**src/rtl/vpu_sram_rd_responder_pkg.sv**
```systemverilog
// VPU SRAM read-port shared constants and request bundle.
// Bank geometry and macro read latency.
package vpu_sram_rd_responder_pkg;

  localparam int SRAM_BANK_CNT       = 4;
  localparam int SRAM_BANK_CNT_LG2   = 2;
  localparam int SRAM_BANK_DEPTH_LG2 = 8;
  localparam int SRAM_DATA_WIDTH     = 16;
  localparam int SRAM_RD_LATENCY     = 1;

  typedef struct packed {
    logic [SRAM_BANK_CNT_LG2-1:0]   rid;
    logic [SRAM_BANK_DEPTH_LG2-1:0] addr;
    logic                           reb;
    logic                           rlast;
  } sram_rd_req_t;

endpackage

```
**src/rtl/vpu_sram_rd_responder_if.sv**
```systemverilog
// Source-port side of the SRAM read protocol.
// Hosts drive requests, the responder drives ack/data.
interface vpu_sram_rd_responder_if
  import vpu_sram_rd_responder_pkg::*;
#(
  parameter int N_PORTS = 3
);

  localparam int BL = SRAM_BANK_CNT_LG2;
  localparam int AL = SRAM_BANK_DEPTH_LG2;
  localparam int DW = SRAM_DATA_WIDTH;

  logic [N_PORTS-1:0]    src_req_i;
  logic [N_PORTS*BL-1:0] src_rid_i;
  logic [N_PORTS*AL-1:0] src_addr_i;
  logic [N_PORTS-1:0]    src_reb_i;
  logic [N_PORTS-1:0]    src_rlast_i;
  logic [N_PORTS-1:0]    src_ack_o;
  logic [N_PORTS*DW-1:0] src_rdata_o;
  logic [N_PORTS-1:0]    src_rvalid_o;

  modport master (
    output src_req_i, src_rid_i, src_addr_i,
    output src_reb_i, src_rlast_i,
    input  src_ack_o, src_rdata_o, src_rvalid_o
  );

  modport slave (
    input  src_req_i, src_rid_i, src_addr_i,
    input  src_reb_i, src_rlast_i,
    output src_ack_o, src_rdata_o, src_rvalid_o
  );

endinterface

```
**src/rtl/vpu_rr_arbiter.sv**
```systemverilog
// Round-robin arbiter, one-hot grant.
// Search starts one past the last winner.
module vpu_rr_arbiter #(
  parameter int N = 3,
  parameter int W = (N > 1) ? $clog2(N) : 1
) (
  input  logic         clk,
  input  logic         rst_n,
  input  logic [N-1:0] req_i,
  input  logic         upd_i,
  output logic [N-1:0] gnt_o,
  output logic [W-1:0] ptr_o
);

  logic [W-1:0] ptr_q;
  logic [W-1:0] ptr_d;
  logic [W-1:0] k;
  logic         found;

  // pick the first requester after ptr_q
  always_comb begin
    gnt_o = '0;
    ptr_d = ptr_q;
    found = 1'b0;
    k     = '0;
    for (int i = 1; i <= N; i++) begin
      k = W'((int'(ptr_q) + i) % N);
      if (!found && req_i[k]) begin
        found    = 1'b1;
        gnt_o[k] = 1'b1;
        ptr_d    = k;
      end
    end
  end

  // remember the winner
  always_ff @(posedge clk or negedge rst_n) begin
    if (!rst_n) begin
      ptr_q <= W'(N - 1);
    end else if (upd_i && found) begin
      ptr_q <= ptr_d;
    end
  end

  assign ptr_o = ptr_q;

endmodule

```
**src/rtl/vpu_sram_rd_responder.sv**
```systemverilog
// Per-bank arbitration of single-beat SRAM reads
// with fixed-latency data return to each port.
module vpu_sram_rd_responder
  import vpu_sram_rd_responder_pkg::*;
#(
  parameter int N_PORTS      = 3,
  parameter int BANK_CNT     = SRAM_BANK_CNT,
  parameter int BANK_CNT_LG2 = SRAM_BANK_CNT_LG2,
  parameter int DEPTH_LG2    = SRAM_BANK_DEPTH_LG2,
  parameter int DATA_WIDTH   = SRAM_DATA_WIDTH,
  parameter int RD_LATENCY   = SRAM_RD_LATENCY
) (
  input  logic clk,
  input  logic rst_n,
  vpu_sram_rd_responder_if.slave src,
  output logic [BANK_CNT-1:0]            bank_reb_o,
  output logic [BANK_CNT*DEPTH_LG2-1:0]  bank_addr_o,
  input  logic [BANK_CNT*DATA_WIDTH-1:0] bank_rdata_i,
  output logic                           proto_err_o
);

  localparam int PW = (N_PORTS > 1) ? $clog2(N_PORTS) : 1;
  localparam int BL = BANK_CNT_LG2;
  localparam int AL = DEPTH_LG2;
  localparam int DW = DATA_WIDTH;

  sram_rd_req_t         rq [N_PORTS];
  logic [N_PORTS-1:0]   elig;
  logic [N_PORTS-1:0]   bad;
  logic [N_PORTS-1:0]   breq [BANK_CNT];
  logic [N_PORTS-1:0]   gnt  [BANK_CNT];
  logic [PW-1:0]        ptr  [BANK_CNT];
  logic [AL-1:0]        gaddr [BANK_CNT];
  logic [N_PORTS-1:0]   ack;
  logic [N_PORTS-1:0]   rvalid;
  logic [N_PORTS*DW-1:0] rdata;

  logic [N_PORTS-1:0]    out_q;
  logic [BANK_CNT-1:0]   reb_q;
  logic [BANK_CNT*AL-1:0] addr_q;
  logic [RD_LATENCY-1:0] pv_q  [BANK_CNT];
  logic [PW-1:0]         pid_q [BANK_CNT][RD_LATENCY];
  logic                  err_q;

  // unpack requests, classify eligible / malformed
  always_comb begin
    for (int p = 0; p < N_PORTS; p++) begin
      rq[p].rid   = src.src_rid_i[p*BL +: BL];
      rq[p].addr  = src.src_addr_i[p*AL +: AL];
      rq[p].reb   = src.src_reb_i[p];
      rq[p].rlast = src.src_rlast_i[p];
      bad[p]  = src.src_req_i[p]
              & (rq[p].reb | ~rq[p].rlast
                 | (int'(rq[p].rid) >= BANK_CNT));
      elig[p] = rst_n & src.src_req_i[p]
              & ~rq[p].reb & ~out_q[p]
              & (int'(rq[p].rid) < BANK_CNT);
    end
  end

  // per-bank request vectors, acks and winning address
  always_comb begin
    ack = '0;
    for (int b = 0; b < BANK_CNT; b++) begin
      gaddr[b] = '0;
      for (int p = 0; p < N_PORTS; p++) begin
        breq[b][p] = elig[p] && (int'(rq[p].rid) == b);
        ack[p]     = ack[p] | gnt[b][p];
        if (gnt[b][p]) gaddr[b] = gaddr[b] | rq[p].addr;
      end
    end
  end

  for (genvar b = 0; b < BANK_CNT; b++) begin : g_arb
    vpu_rr_arbiter #(
      .N (N_PORTS),
      .W (PW)
    ) u_arb (
      .clk   (clk),
      .rst_n (rst_n),
      .req_i (breq[b]),
      .upd_i (1'b1),
      .gnt_o (gnt[b]),
      .ptr_o (ptr[b])
    );
  end

  // route each bank's pipeline tail to its port
  always_comb begin
    rvalid = '0;
    rdata  = '0;
    for (int b = 0; b < BANK_CNT; b++) begin
      for (int p = 0; p < N_PORTS; p++) begin
        if (pv_q[b][RD_LATENCY-1]
            && int'(pid_q[b][RD_LATENCY-1]) == p) begin
          rvalid[p] = 1'b1;
          rdata[p*DW +: DW] = bank_rdata_i[b*DW +: DW];
        end
      end
    end
  end

  // bank command, outstanding, return pipe and error state;
  // stage 0 of the return pipe is reb_q with ptr (the winner)
  always_ff @(posedge clk or negedge rst_n) begin
    if (!rst_n) begin
      out_q  <= '0;
      reb_q  <= '1;
      addr_q <= '0;
      err_q  <= 1'b0;
      for (int b = 0; b < BANK_CNT; b++) begin
        pv_q[b] <= '0;
        for (int s = 0; s < RD_LATENCY; s++) begin
          pid_q[b][s] <= '0;
        end
      end
    end else begin
      out_q <= (out_q | ack) & ~rvalid;
      err_q <= err_q | (|bad);
      for (int b = 0; b < BANK_CNT; b++) begin
        reb_q[b] <= ~(|gnt[b]);
        if (|gnt[b]) addr_q[b*AL +: AL] <= gaddr[b];
        pv_q[b][0]  <= ~reb_q[b];
        pid_q[b][0] <= ptr[b];
        for (int s = 1; s < RD_LATENCY; s++) begin
          pv_q[b][s]  <= pv_q[b][s-1];
          pid_q[b][s] <= pid_q[b][s-1];
        end
      end
    end
  end

  assign src.src_ack_o    = ack;
  assign src.src_rvalid_o = rvalid;
  assign src.src_rdata_o  = rdata;
  assign bank_reb_o       = reb_q;
  assign bank_addr_o      = addr_q;
  assign proto_err_o      = err_q;

endmodule

```
**src/flat_wrapper.sv**
```systemverilog
// flat-port wrapper written by rule: the top's interface ports become plain ports
module vpu_sram_rd_responder_flat import vpu_sram_rd_responder_pkg::*;
#(
  parameter int N_PORTS      = 3,
  parameter int BANK_CNT     = SRAM_BANK_CNT,
  parameter int BANK_CNT_LG2 = SRAM_BANK_CNT_LG2,
  parameter int DEPTH_LG2    = SRAM_BANK_DEPTH_LG2,
  parameter int DATA_WIDTH   = SRAM_DATA_WIDTH,
  parameter int RD_LATENCY   = SRAM_RD_LATENCY
)
  (clk, rst_n, bank_reb_o, bank_addr_o, bank_rdata_i, proto_err_o, src_src_req_i, src_src_rid_i, src_src_addr_i, src_src_reb_i, src_src_rlast_i, src_src_ack_o, src_src_rdata_o, src_src_rvalid_o);
  vpu_sram_rd_responder_if #(.N_PORTS(N_PORTS)) src_i ();
  input  logic clk;
  input  logic rst_n;
  output logic [BANK_CNT-1:0] bank_reb_o;
  output logic [BANK_CNT*DEPTH_LG2-1:0] bank_addr_o;
  input  logic [BANK_CNT*DATA_WIDTH-1:0] bank_rdata_i;
  output logic proto_err_o;
  input wire logic [$bits(src_i.src_req_i)-1:0] src_src_req_i;
  input wire logic [$bits(src_i.src_rid_i)-1:0] src_src_rid_i;
  input wire logic [$bits(src_i.src_addr_i)-1:0] src_src_addr_i;
  input wire logic [$bits(src_i.src_reb_i)-1:0] src_src_reb_i;
  input wire logic [$bits(src_i.src_rlast_i)-1:0] src_src_rlast_i;
  output wire logic [$bits(src_i.src_ack_o)-1:0] src_src_ack_o;
  output wire logic [$bits(src_i.src_rdata_o)-1:0] src_src_rdata_o;
  output wire logic [$bits(src_i.src_rvalid_o)-1:0] src_src_rvalid_o;
  assign src_i.src_req_i = src_src_req_i;
  assign src_i.src_rid_i = src_src_rid_i;
  assign src_i.src_addr_i = src_src_addr_i;
  assign src_i.src_reb_i = src_src_reb_i;
  assign src_i.src_rlast_i = src_src_rlast_i;
  assign src_src_ack_o = src_i.src_ack_o;
  assign src_src_rdata_o = src_i.src_rdata_o;
  assign src_src_rvalid_o = src_i.src_rvalid_o;
  vpu_sram_rd_responder #(.N_PORTS(N_PORTS), .BANK_CNT(BANK_CNT), .BANK_CNT_LG2(BANK_CNT_LG2), .DEPTH_LG2(DEPTH_LG2), .DATA_WIDTH(DATA_WIDTH), .RD_LATENCY(RD_LATENCY)) u_core (.clk(clk), .rst_n(rst_n), .src(src_i), .bank_reb_o(bank_reb_o), .bank_addr_o(bank_addr_o), .bank_rdata_i(bank_rdata_i), .proto_err_o(proto_err_o));
endmodule
```
**config.mk**
```make
export PLATFORM = sky130hd
export DESIGN_NAME = vpu_sram_rd_responder_flat
export DESIGN_NICKNAME = d
export VERILOG_FILES = /design/src/rtl/vpu_sram_rd_responder_pkg.sv /design/src/rtl/vpu_sram_rd_responder_if.sv /design/src/rtl/vpu_rr_arbiter.sv /design/src/rtl/vpu_sram_rd_responder.sv /design/src/flat_wrapper.sv
export SDC_FILE = /design/constraint.sdc
export NUM_CORES = 1
export LEC_CHECK = 0
export ABC_AREA = 1
export ABC_CLOCK_PERIOD_IN_PS = 4410
export BUFFER_PORTS_ARGS = -buffer_cell sky130_fd_sc_hd__buf_4
export CAP_MARGIN = 20
export CORE_ASPECT_RATIO = 1.2
export CORE_MARGIN = 2
export CORE_UTILIZATION = 35
export DETAILED_ROUTE_END_ITERATION = 16
export PLACE_DENSITY_LB_ADDON = 0.3
export SLEW_MARGIN = 20
export SYNTH_ARGS = -nofsm -noshare
export SYNTH_HDL_FRONTEND = slang
export SYNTH_HIERARCHICAL = 1
export SYNTH_SLANG_ARGS = --single-unit
```
**constraint.sdc**
```tcl
create_clock -name clk -period 4.41 [get_ports clk]
set_input_delay 0.6615 -clock clk [delete_from_list [all_inputs] [get_ports clk]]
set_output_delay 0.6615 -clock clk [all_outputs]
set_load 0.005 [all_outputs]
```
==> results.py, run 1 <==
metrics = {
    "worst_setup_path": {
        "crit_required_ps": 3750,
        "reg2reg_to": "u_core/bank_addr_o[5]$_DFFE_PN0N_",
        "crit_arrival_ps": 3100,
        "cp-endpoint": "src_src_ack_o[1]",
        "start_kind": "primary input",
        "critPathCaptureType": "output port",
        "r2r_cells": 11,
        "startpoint": "rst_n",
        "worst-r2r-setup-slack_ps": 1330,
        "crit_type": "in -> out",
        "path_max_fanout": 14,
        "reg2reg_from": "u_core/out_q[2]$_DFF_PN0_",
    },
    "clock_network": {
        "clock_path_buffers": 2,
        "clock-sinks": 60,
        "clk_pin_slew_ps": 60,
        "cts_buffers": 9,
        "clk-insertion-delay-late_ps": 330,
        "postCtsSetupBuffers": 0,
        "hold_buffers": 0,
        "ctsRootBufferMaster": "clkbuf_16",
        "cts_resized": 0,
        "cts_tree": "yes",
        "cts.htree.levels": 3,
    },
    "timing": {
        "slew_viol_final": 0,
        "timing.hold.ws_ps": 174,
        "max-slew-margin-rel_pct": 31.8,
        "hold_violations": 0,
        "max_slew.worst_pin.slew_ps": 1020,
        "max_freq_mhz": 266,
        "setup_ws_ps": 653,
        "clock_skew_ps": 11.2,
        "rsz0062_at_grt": "false",
        "tns_ps": 0,
        "period_minus_slack_ps": 3760,
        "setup_viol_count_final": 0,
        "fin_crit_sh_pct": 85.2,
    },
    "floorplanning": {
        "io-pin-count": 196,
        "initial_core_util_pct": 35.4,
        "rows": 54,
        "die_area_sq_um": 19400,
        "core-area_sq_um": 18000,
        "die_h_um": 152,
        "die_w_um": 127,
    },
    "job": {
        "drv_cap": 0,
    },
    "pwr": {
        "ir_drop_mv": 0.577,
        "p_per_area_nw_per_um2": 870,
        "switching_share_pct": 53.1,
        "p_leak_uw": 0.00456,
        "p_sw_uw": 3860,
        "power.internal_uw": 3410,
        "pwr-share-seq_pct": 16.6,
        "clkPwrFrac_pct": 10.5,
        "comb_power_share_pct": 72.8,
    },
    "synthesis": {
        "yosys.area.top_type_share_pct": 20.4,
        "synth_cell_type_count": 33,
        "synth_top_cell_by_area": "dfrtp_1",
        "synth-seq-cells": 60,
        "synthCells": 1059,
        "synth_area_sq_um": 6390,
        "yosysWarnings": 6,
        "synthTopCellsByArea": "dfrtp_1 (20%), nand2_1 (17%), inv_1 (9.0%)",
        "synth_ff_type": "dfrtp_1",
        "synth-edff-count": 0,
        "syn_avg_cell_area_sq_um": 6.03,
        "yosysSeqAreaShare_pct": 23.7,
        "synth-async-reset-ratio_pct": 100,
    },
    "final_layout": {
        "nets": 1361,
        "final_common_cell": "nand2_1",
        "layout_common_cells": "nand2_1 (287), buf_4 (210), inv_1 (153)",
        "area_growth_pct": 30.8,
        "fin_cells": 1471,
        "fillers": 1890,
        "drive_above_1_share_pct": 25.0,
    },
    "grt": {
        "antenna_found_initial": 2,
        "grt_pass1_vias": 7397,
        "gr-total-overflow": 0,
        "grt_max_degree": 51,
        "gr-usage-all-layers_pct": 25.2,
        "grt_pass1_wl_mm": 39.0,
    },
    "route": {
        "vias": 7900,
        "drt_wl_total_mm": 25.2,
        "drt-wirelength-per-cell_um": 17.1,
        "drt_iter0_markers": 971,
        "drc": 0,
        "antenna_left": 0,
        "viasPerCell": 5.37,
        "firstDrtPassIters": 6,
    },
    "placed_design": {
        "dp_worst_setup_slack_ps": 702,
        "dp.final_hpwl_mm": 19.1,
        "place_inst": 1453,
        "io_buffer_count": 195,
        "gp_congestion": 0.991,
    },
    "status": {
        "status": "complete, no violations",
    },
    "min_path": {
        "hold_class": "in -> async",
    },
}
-- per-stage QoR --
step	total power [uW]	instance area (sq um)	utilization, %
2_1_floorplan	4400	6410	-
3_3_place_gp	6390	8030	44.5
3_5_place_dp	6420	8030	44.5
5_1_grt	7870	8360	46.3
6_report	7270	8360	46.3
4_1_cts	7220	8350	46.3
-- power by group through the flow --
stage / Sequential [uW] / Combinational (uW) / Clock (uW)
CTS: 1200 / 5240 / 777
detailed placement: 1200 / 5220 / 0
global placement: 1210 / 5180 / 0
finish: 1210 / 5290 / 764
global route: 1240 / 5820 / 800
floorplan: 1060 / 3340 / 0
-- how the worst min path moves through the flow --
stage	startpoint	endpoint	cells after the start
2_1_floorplan	rst_n	u_core/bank_addr_o[0]$_DFFE_PN0N_	0
3_3_place_gp	u_core/bank_reb_o[2]$_DFF_PN1_	u_core/pv_q[1]$_DFF_PN0_	1
3_5_place_dp	u_core/bank_reb_o[2]$_DFF_PN1_	u_core/pv_q[1]$_DFF_PN0_	1
4_1_cts	rst_n	u_core/proto_err_o$_DFF_PN0_	1
5_1_grt	rst_n	u_core/bank_addr_o[12]$_DFFE_PN0N_	1
6_report	rst_n	u_core/bank_addr_o[12]$_DFFE_PN0N_	1
-- flip-flops by register name (all words and copies together), names as in the netlist --
| name | flops |
|---|---|
| u_core/bank_addr_o | 32 |
| u_core/g_arb.u_arb/ptr_o | 8 |
| u_core/pid_q | 8 |
| u_core/bank_reb_o | 4 |
| u_core/pv_q | 4 |
| u_core/out_q | 3 |
| u_core/proto_err_o | 1 |
-- layout make-up --
cell class                 count  area, sq um  area share [%]
clock inverter                 7         97.6            1.17
multi-input combinational    779         3990            47.7
tap                          224          280            3.35
inverter                     180          676            8.09
timing repair buffer         210         1580            18.9
clock buffer                   9          225            2.70
antenna                        2         5.00          0.0599
sequential                    60         1510            18.1
-- cell families after synthesis --
family	count (synthesis)	share of synthesized area, %
simple gates	573	42.4
fa+ha+maj	16	3.13
buf+inv	227	14.4
compound gates	182	16.4
other cells	1	0.0587
flops	60	23.7
-- cells in the mapped netlist, types with 4 or more instances --
| cell type | instances |
|---|---|
| ha_1 | 16 |
| o21ai_0 | 37 |
| nor3_2 | 4 |
| a21oi_4 | 4 |
| a21oi_1 | 82 |
| clkbuf_1 | 17 |
| inv_1 | 153 |
| nor3_1 | 12 |
| o22ai_1 | 32 |
| clkinv_1 | 8 |
| inv_2 | 19 |
| nand3_1 | 102 |
| nand3_2 | 15 |
| nand2_1 | 287 |
| nor2_1 | 74 |
| nor2_2 | 9 |
| dfrtp_1 | 52 |
| o221ai_1 | 4 |
| a21oi_2 | 4 |
| nand2_4 | 5 |
| a22oi_1 | 4 |
| nand4_1 | 48 |
| o211ai_1 | 5 |
| nand3_4 | 5 |
| o21ai_1 | 10 |
| buf_2 | 19 |
| nand2_2 | 9 |
| dfstp_2 | 8 |
| buf_4 | 7 |
-- metal layers --
| layer | vias up | share of wire, % | global-route usage [%] | routed length, um |
|---|---|---|---|---|
| met4 | 0 | 4.5 | 12.5 | 1130 |
| met1 | 3536 | 39 | 31.7 | 9820 |
| met5 | - | 0 | 0 | 0 |
| li1 | 3796 | - | - | - |
| met2 | 497 | 48 | 41.9 | 12000 |
| met3 | 71 | 8.8 | 3.56 | 2230 |
-- worst max-delay path, cell delays in order --
cell and delay (ps):
buf_4 200, nand3_1 160, nor3_1 450, inv_1 120, nand2_1 100, nand3_1 80
nand2_1 100, nand3_4 120, o221ai_1 330, clkinv_1 370, nand4_1 240, buf_4 130
(Power assumes the default switching activity.)
==> run 2: changes to the inputs <==
Settings changed: PLACE_DENSITY_LB_ADDON 0.3 to 0.2.
==> results.py, run 2 (same netlist as run 1, synthesis figures left out) <==
metrics = {
    "status": {
        "status": "complete, no violations",
    },
    "pwr": {
        "clkPwrFrac_pct": 10.0,
        "pwr-share-seq_pct": 17.5,
        "power.internal_uw": 3330,
        "comb_power_share_pct": 72.5,
        "ir_drop_mv": 0.454,
        "p_sw_uw": 3810,
        "p_leak_uw": 0.00454,
        "switching_share_pct": 53.4,
        "p_per_area_nw_per_um2": 860,
    },
    "route": {
        "viasPerCell": 5.29,
        "drc": 0,
        "drt_iter0_markers": 704,
        "drt-wirelength-per-cell_um": 17.2,
        "drt_wl_total_mm": 25.2,
        "firstDrtPassIters": 11,
        "antenna_left": 0,
        "vias": 7758,
    },
    "timing": {
        "tns_ps": 0,
        "hold_violations": 0,
        "rsz0062_at_grt": "false",
        "max_freq_mhz": 269,
        "timing.hold.ws_ps": 137,
        "period_minus_slack_ps": 3710,
        "setup_ws_ps": 698,
        "max-slew-margin-rel_pct": 32.3,
        "clock_skew_ps": 6.54,
        "fin_crit_sh_pct": 84.2,
        "max_slew.worst_pin.slew_ps": 1010,
        "setup_viol_count_final": 0,
        "slew_viol_final": 0,
    },
    "worst_setup_path": {
        "crit_arrival_ps": 3050,
        "r2r_cells": 11,
        "start_kind": "primary input",
        "reg2reg_to": "u_core/bank_addr_o[0]$_DFFE_PN0N_",
        "crit_required_ps": 3750,
        "reg2reg_from": "u_core/out_q[2]$_DFF_PN0_",
        "worst-r2r-setup-slack_ps": 1360,
        "startpoint": "src_src_reb_i[2]",
        "critPathCaptureType": "output port",
        "crit_type": "in -> out",
        "path_max_fanout": 10,
    },
    "final_layout": {
        "layout_common_cells": "nand2_1 (287), buf_4 (206), inv_1 (153)",
        "largest_register_ffs": 32,
        "fillers": 1948,
        "drive_above_1_share_pct": 24.8,
        "nets": 1357,
        "final_area_sq_um": 8310,
        "final_common_cell": "nand2_1",
        "area_growth_pct": 30.0,
    },
    "clock_network": {
        "cts_tree": "yes",
        "cts.htree.levels": 3,
        "cts_resized": 0,
        "hold_buffers": 0,
        "cts_buffers": 9,
        "clock_path_buffers": 2,
        "clock-sinks": 60,
        "ctsRootBufferMaster": "clkbuf_16",
        "postCtsSetupBuffers": 0,
        "clk_pin_slew_ps": 60,
        "clk-insertion-delay-late_ps": 340,
    },
    "grt": {
        "antenna_found_initial": 1,
        "gr-usage-all-layers_pct": 25.6,
        "gr-total-overflow": 0,
        "grt_pass1_vias": 7303,
        "grt_pass1_wl_mm": 39.5,
        "grt_max_degree": 57,
    },
    "job": {
        "drv_cap": 0,
    },
    "placed_design": {
        "gp_congestion": 0.919,
        "dp_worst_setup_slack_ps": 702,
        "dpl_cell_area_sq_um": 8000,
        "io_buffer_count": 195,
        "dp.final_hpwl_mm": 19.3,
    },
    "floorplanning": {
        "die_h_um": 152,
        "rows": 54,
        "core-area_sq_um": 18000,
        "io-pin-count": 196,
        "initial_core_util_pct": 35.4,
        "die_area_sq_um": 19400,
        "die_w_um": 127,
    },
    "min_path": {
        "hold_class": "in -> async",
    },
}
-- run 2: cell types whose count changed in the layout (fill, tap and decap cells not counted), sizes merged --
cell      before  now
buf          210  206
clkinv         9   12
clkinvlp       2    0
bufinv         2    1
clkbuf         9   10
inv          174  173
-- run 2: critical path, stage by stage --
cell      delay [ps]
buf_4            110
nor2_1            90
nand3_1          150
nor3_1           520
nand3_1          140
nand2_1          140
nand3_4          120
o211ai_1         800
nor2_1            70
nand2_1          120
buf_4            120
-- run 2: worst max path at each step --
stage                             endpoint  slack (ps)  cells after the start
after floorplan           src_src_ack_o[1]        1550                     11
after global placement    src_src_ack_o[2]         790                     11
after detailed placement  src_src_ack_o[2]         700                     11
after CTS                 src_src_ack_o[2]         700                     11
after global routing      src_src_ack_o[2]         500                     11
final                     src_src_ack_o[2]         700                     11
-- run 2: area by class of cell --
type                    count  area (sq um)  share of cell area, %
multi-input cells         779          3990                   48.0
flip-flops and latches     60          1510                   18.2
inverters                 180           676                   8.13
diodes                      2          5.00                 0.0603
clock inverters             6          62.6                  0.753
repair buffers            206          1550                   18.6
clock buffers              10           239                   2.88
well taps                 224           280                   3.37
-- run 2: power by group through the flow --
stage               Clock (uW)  Sequential (uW)  Combinational [uW]
CTS                        733             1250                5150
detailed placement           0             1240                5140
global placement             0             1250                5110
floorplan                    0             1060                3340
global route               758             1300                5760
finish                     716             1250                5180
-- run 2: per-layer routing --
metal / GRT usage [%] / up-vias / wire (um)
met2: 43.1 / 410 / 11900
li1: - / 3797 / -
met4: 11.3 / 0 / 1120
met1: 31.9 / 3486 / 10000
met3: 4.51 / 65 / 2170
met5: 0 / - / 0
-- run 2: metrics by stage --
stage / utilization (%) / total power, uW / cells
after floorplan: - / 4400 / 1066
after global placement: 44.3 / 6360 / 1449
after detailed placement: 44.3 / 6380 / 1449
after CTS: 46.0 / 7130 / 1465
after global routing: 46.0 / 7820 / 1466
final: 46.0 / 7140 / 1467
